--- config.mk ---
export PLATFORM = sky130hd
export DESIGN_NAME = edu_arb
export DESIGN_NICKNAME = d
export VERILOG_FILES = /design/src/rtl/edu_arb.sv
export SDC_FILE = /design/constraint.sdc
export NUM_CORES = 1
export LEC_CHECK = 0
export BUFFER_PORTS_ARGS = -buffer_cell sky130_fd_sc_hd__buf_2
export CAP_MARGIN = 15
export CORE_MARGIN = 2
export CORE_UTILIZATION = 40
export DETAILED_ROUTE_END_ITERATION = 8
export GPL_ROUTABILITY_DRIVEN = 0
export HOLD_SLACK_MARGIN = 0.12
export PLACE_DENSITY = 0.64
export SYNTH_ARGS = -nofsm -noshare
export SYNTH_HDL_FRONTEND = slang
export SYNTH_SLANG_ARGS = --single-unit
export TNS_END_PERCENT = 30
--- constraint.sdc ---
create_clock -name clk -period 4.7 [get_ports clk]
set_input_delay 1.41 -clock clk [delete_from_list [all_inputs] [get_ports clk]]
set_output_delay 1.41 -clock clk [all_outputs]
set_load 0.02 [all_outputs]
--- src/rtl/edu_arb.sv ---
// Round-robin arbiter letting N_REQ requesters share one Hamming(7,4) EDU,
// with a response timeout and per-requester corrected-error counters.
module edu_arb #(
  parameter int unsigned N_REQ   = 4,
  parameter int unsigned TIMEOUT = 16,
  parameter int unsigned IDW     = $clog2(N_REQ)
) (
  input  logic               clk,
  input  logic               rst,
  input  logic [N_REQ-1:0]   req_valid,
  input  logic [7*N_REQ-1:0] req_data,
  output logic [N_REQ-1:0]   req_ready,
  output logic [N_REQ-1:0]   rsp_valid,
  output logic [6:0]         rsp_data,
  output logic               rsp_corrected,
  output logic               rsp_timeout,
  input  logic [N_REQ-1:0]   rsp_ready,
  output logic               edu_in_valid,
  output logic [6:0]         edu_in_data,
  input  logic               edu_in_ready,
  input  logic               edu_out_valid,
  input  logic [6:0]         edu_out_data,
  output logic               edu_out_ready,
  output logic [IDW-1:0]     grant_id,
  output logic [8*N_REQ-1:0] err_count
);

  localparam int unsigned   TW        = $clog2(TIMEOUT);
  localparam logic [TW-1:0] TimerLast = TW'(TIMEOUT - 1);

  typedef enum logic [1:0] {StIdle, StIssue, StWait, StDeliver} state_e;

  state_e         state_q, state_d;
  logic [IDW-1:0] rr_ptr_q, grant_id_q, pick_idx;
  logic           pick_valid;
  logic [TW-1:0]  timer_q;
  logic [6:0]     raw_q, res_q;
  logic           corr_q, tout_q;
  logic [7:0]     err_q [N_REQ];
  logic [6:0]     req_cw [N_REQ];

  for (genvar i = 0; i < N_REQ; i++) begin : g_lane
    assign req_cw[i]             = req_data[7*i +: 7];
    assign err_count[8*i +: 8]   = err_q[i];
  end

  assign grant_id = grant_id_q;
  // Stale EDU beats are always drained, except while held in reset.
  assign edu_out_ready = ~rst;

  // First valid requester at or after rr_ptr, wrapping upward.
  always_comb begin
    logic [IDW-1:0] cand;
    cand       = '0;
    pick_valid = 1'b0;
    pick_idx   = '0;
    for (int unsigned off = 0; off < N_REQ; off++) begin
      cand = IDW'((32'(rr_ptr_q) + off) % N_REQ);
      if (!pick_valid && req_valid[cand]) begin
        pick_valid = 1'b1;
        pick_idx   = cand;
      end
    end
  end

  always_ff @(posedge clk or posedge rst) begin
    if (rst) begin
      state_q <= StIdle;
    end else begin
      state_q <= state_d;
    end
  end

  always_comb begin
    state_d = state_q;
    unique case (state_q)
      StIdle:    if (pick_valid) state_d = StIssue;
      StIssue:   if (edu_in_ready) state_d = StWait;
      StWait:    if (edu_out_valid || timer_q == TimerLast) state_d = StDeliver;
      StDeliver: if (rsp_ready[grant_id_q]) state_d = StIdle;
      default:   state_d = StIdle;
    endcase
  end

  always_comb begin
    req_ready     = '0;
    rsp_valid     = '0;
    rsp_data      = '0;
    rsp_corrected = 1'b0;
    rsp_timeout   = 1'b0;
    edu_in_valid  = 1'b0;
    edu_in_data   = '0;
    unique case (state_q)
      StIdle: if (pick_valid && !rst) req_ready[pick_idx] = 1'b1;
      StIssue: begin
        edu_in_valid = 1'b1;
        edu_in_data  = raw_q;
      end
      StWait: ;
      StDeliver: begin
        rsp_valid[grant_id_q] = 1'b1;
        rsp_data              = res_q;
        rsp_corrected         = corr_q;
        rsp_timeout           = tout_q;
      end
      default: ;
    endcase
  end

  always_ff @(posedge clk or posedge rst) begin
    if (rst) begin
      rr_ptr_q   <= '0;
      grant_id_q <= '0;
      timer_q    <= '0;
      raw_q      <= '0;
      res_q      <= '0;
      corr_q     <= 1'b0;
      tout_q     <= 1'b0;
      for (int i = 0; i < N_REQ; i++) err_q[i] <= '0;
    end else begin
      unique case (state_q)
        StIdle: begin
          if (pick_valid) begin
            raw_q      <= req_cw[pick_idx];
            grant_id_q <= pick_idx;
          end
        end
        StIssue: if (edu_in_ready) timer_q <= '0;
        StWait: begin
          if (edu_out_valid) begin
            res_q  <= edu_out_data;
            corr_q <= (edu_out_data != raw_q);
            tout_q <= 1'b0;
          end else if (timer_q == TimerLast) begin
            res_q  <= raw_q;
            corr_q <= 1'b0;
            tout_q <= 1'b1;
          end else begin
            timer_q <= timer_q + TW'(1);
          end
        end
        StDeliver: begin
          if (rsp_ready[grant_id_q]) begin
            rr_ptr_q <= IDW'((32'(grant_id_q) + 32'd1) % N_REQ);
            if (corr_q && err_q[grant_id_q] != 8'hff) begin
              err_q[grant_id_q] <= err_q[grant_id_q] + 8'd1;
            end
          end
        end
        default: ;
      endcase
    end
  end

endmodule

==> impl_metrics.env <==
export IMPL_status="complete, no violations"
export IMPL_cpMostUsedCell="buf_2"
export IMPL_overflow=0
export IMPL_hp_start="err_count[19]$_DFFE_PP0P_"
export IMPL_dpl_cell_area_mm2=0.004000
export IMPL_start_util_pct=41.45
export IMPL_rr_startpoint="grant_id[0]$_DFFE_PP0P_"
export IMPL_netlist_area_mm2=0.003406
export IMPL_period_share_pct=85.12
export IMPL_crit_slowest_cell="o21a_1"
export IMPL_clk_transition_reported_paths_ps=70
export IMPL_ff2ff_path_depth=5
export IMPL_crit_type="in2out"
export IMPL_slowest_delay_ps=350
export IMPL_antenna_cells=0
export IMPL_p_per_area_mw_per_mm2=527.1
export IMPL_synth_seq_area_share_pct=42.62
export IMPL_ir_drop_v=0.0002429
export IMPL_core_rowCount=33
export IMPL_synth_cells=343
export IMPL_ctsHoldBuffers=0
export IMPL_cts_path_max_buffers=2
export IMPL_cts_sinks=58
export IMPL_die_h_um=96.28
export IMPL_h_tree_depth=3
export IMPL_post_cts_buffers=0
export IMPL_antenna_found_initial=0
export IMPL_cp_required_ps=3290
export IMPL_worstSetupEndpointType="primary output"
export IMPL_grt_pass1_wl_um=13080
export IMPL_synth_net_count=400
export IMPL_io_pins=107
export IMPL_core_area_mm2=0.008217
export IMPL_grt_usage_pct=18.64
export IMPL_hold_path_depth=2
export IMPL_fin_area_mm2=0.004219
export IMPL_wire_per_inst_um=14.84
export IMPL_setup_viol=0
export IMPL_whs_ps=496.1
export IMPL_r2r_end="err_count[9]$_DFFE_PP0P_"
export IMPL_drtPass1Iterations=4
export IMPL_rsz0062_at_grt="no"
export IMPL_fill_cells=772
export IMPL_fin_setup_tns_ps=0
export IMPL_clock_latency_ps=340
export IMPL_cts_resized=0
export IMPL_synthToLayoutAreaGrowth_pct=23.88
export IMPL_cp_cell_sequence="buf_2 > nand4b_1 > o21a_1 > nand2_1 > nor4_1 > buf_2"
export IMPL_hold_viol=0
export IMPL_final_nets=505
export IMPL_first_iter_violations=89
export IMPL_regArea_mm2=0.001451
export IMPL_drive_gt1_share_pct=31.35
export IMPL_relSlewSlack_pct=45.85
export IMPL_grt_max_degree=59
export IMPL_skew_ps=8.196
export IMPL_worst_slew_pin_slew_ps=809.3
export IMPL_die_area_mm2=0.009269
export IMPL_syn_avg_cell_area_um2=9.929
export IMPL_numCtsBuffers=9
export IMPL_synth_seq_cells=58
export IMPL_slew_violations=0
export IMPL_drc=0
export IMPL_path_delay_family="simple AND/OR/NAND/NOR gates"
export IMPL_min_to="err_count[19]$_DFFE_PP0P_"
export IMPL_regToRegSetupSlack_ps=1950
export IMPL_start_kind="input port"
export IMPL_die_w_um=96.28
export IMPL_hpwl_um=6193
export IMPL_first_global_vias=2661
export IMPL_tritoncts="done"
export IMPL_min_period_ps=4001
export IMPL_synth_cell_type_count=42
export IMPL_routed_wl_um=8281
export IMPL_cts_root_buf="clkbuf_8"
export IMPL_synth_warnings=0
export IMPL_multiInputGateArea_mm2=0.001831
export IMPL_arrival_ps=2590
export IMPL_vias=2884
export IMPL_path_buf_inv=2
export IMPL_route_antenna_remaining_nets=0
export IMPL_maxCapViolations=0
export IMPL_via_per_inst=5.168
export IMPL_fmax_mhz=250.0
export IMPL_path_max_fanout=16
export IMPL_p_leak_uw=0.002106
export IMPL_io_buffers=106
export IMPL_hp_class="reg2reg"
## how the worst max path moves through the flow
stage	from	endpoint	slack, ps	depth (start not counted)
floorplan	rst	edu_out_ready	570	1
global placement	req_valid[3]	req_ready[2]	740	6
detailed placement	req_valid[3]	req_ready[1]	700	7
CTS	req_valid[3]	req_ready[2]	690	6
global route	req_valid[3]	req_ready[1]	530	7
finish	req_valid[3]	req_ready[2]	700	6
## cell families after synthesis
family / count (synthesis) / synth area share, %
flops: 58 / 42.62
compound gates: 87 / 16.16
xor+xnor: 13 / 3.343
mux: 30 / 12.42
fa+ha+maj: 10 / 3.674
buf+inv: 24 / 3.857
simple gates: 121 / 17.93
## layout make-up
type / instances / share of cell area [%]
Inverter: 9 / 0.8007
Sequential cell: 58 / 34.40
Timing Repair Buffer: 109 / 13.11
Tap cell: 105 / 3.114
Clock inverter: 5 / 1.839
Clock buffer: 11 / 3.351
Multi-Input combinational cell: 261 / 43.39
## per-stage QoR
stage / power (uW) / instances / util [%] / setup slack (ps)
after floorplan: 1445 / 343 / - / 566.8
after global placement: 1711 / 542 / 48.68 / 739.8
after detailed placement: 1730 / 542 / 48.68 / 701.5
after CTS: 2240 / 558 / 51.35 / 692.3
after global routing: 2383 / 558 / 51.35 / 528.8
final: 2224 / 558 / 51.35 / 699.5
## state kept, by name, indices dropped and copies added, names as in the netlist
| signal | flops |
|---|---|
| state_q | 2 |
| rr_ptr_q | 2 |
| tout_q | 1 |
| timer_q | 4 |
| raw_q | 7 |
| err_count | 32 |
| grant_id | 2 |
| corr_q | 1 |
| res_q | 7 |
## synthesized netlist by cell type (all sizes together)
cell type | instances | area share [%]
dfrtp | 58 | 43
ha | 10 | 3.7
nand4 | 4 | 1.2
a41oi | 1 | 0.26
xnor2 | 8 | 2.1
mux2 | 5 | 1.7
xor2 | 5 | 1.3
o32a | 1 | 0.29
nor3b | 1 | 0.22
o21a | 1 | 0.22
clkbuf | 7 | 0.77
nor2b | 2 | 0.37
nor3 | 2 | 0.29
o31a | 1 | 0.26
a31oi | 3 | 0.55
nand3 | 4 | 0.73
mux2i | 16 | 4.7
and3b | 1 | 0.26
a21boi | 8 | 1.8
o21ai | 52 | 9.0
o41ai | 1 | 0.26
a221oi | 1 | 0.26
nor2 | 16 | 1.8
inv | 9 | 0.99
buf | 8 | 2.1
nand2b | 6 | 1.1
nand2 | 50 | 5.5
nor4 | 3 | 0.55
nand4b | 1 | 0.26
o211ai | 7 | 1.5
and3 | 11 | 2.0
and2 | 20 | 3.7
o221a | 1 | 0.33
a21oi | 10 | 1.5
mux4 | 9 | 6.1
## worst reg2reg max path: stages, from the launching register on
cell and delay [ps]:
dfrtp_1 840, mux4_2 460, ha_1 290, nand3_2 230, o21ai_4 450, mux2_1 360
## routing by layer
layer	global-route usage, %	routed length [um]
met1	25.89	3860
met2	28.82	3962
met3	3.837	358
met4	6.667	99
met5	0	0
## power breakdown
| group | switching (uW) | internal, uW |
|---|---|---|
| clock | 196 | 311 |
| sequential | 153 | 632 |
| combinational | 550 | 383 |
| total | 899 | 1330 |
## layout by cell type, fill, tap and decap left out, types with 6 or more instances in the layout
cell type,count
o21ai_0,21
nor2_1,16
inv_1,8
nand2_1,50
dfrtp_1,58
ha_1,10
mux4_2,8
mux2i_1,16
and2_1,20
and3_1,11
o211ai_1,7
clkbuf_8,10
nand2b_1,6
o21ai_1,27
xnor2_1,8
a21boi_0,8
buf_2,106
a21oi_1,10
No activity file was read; power rests on OpenSTA's default activity.
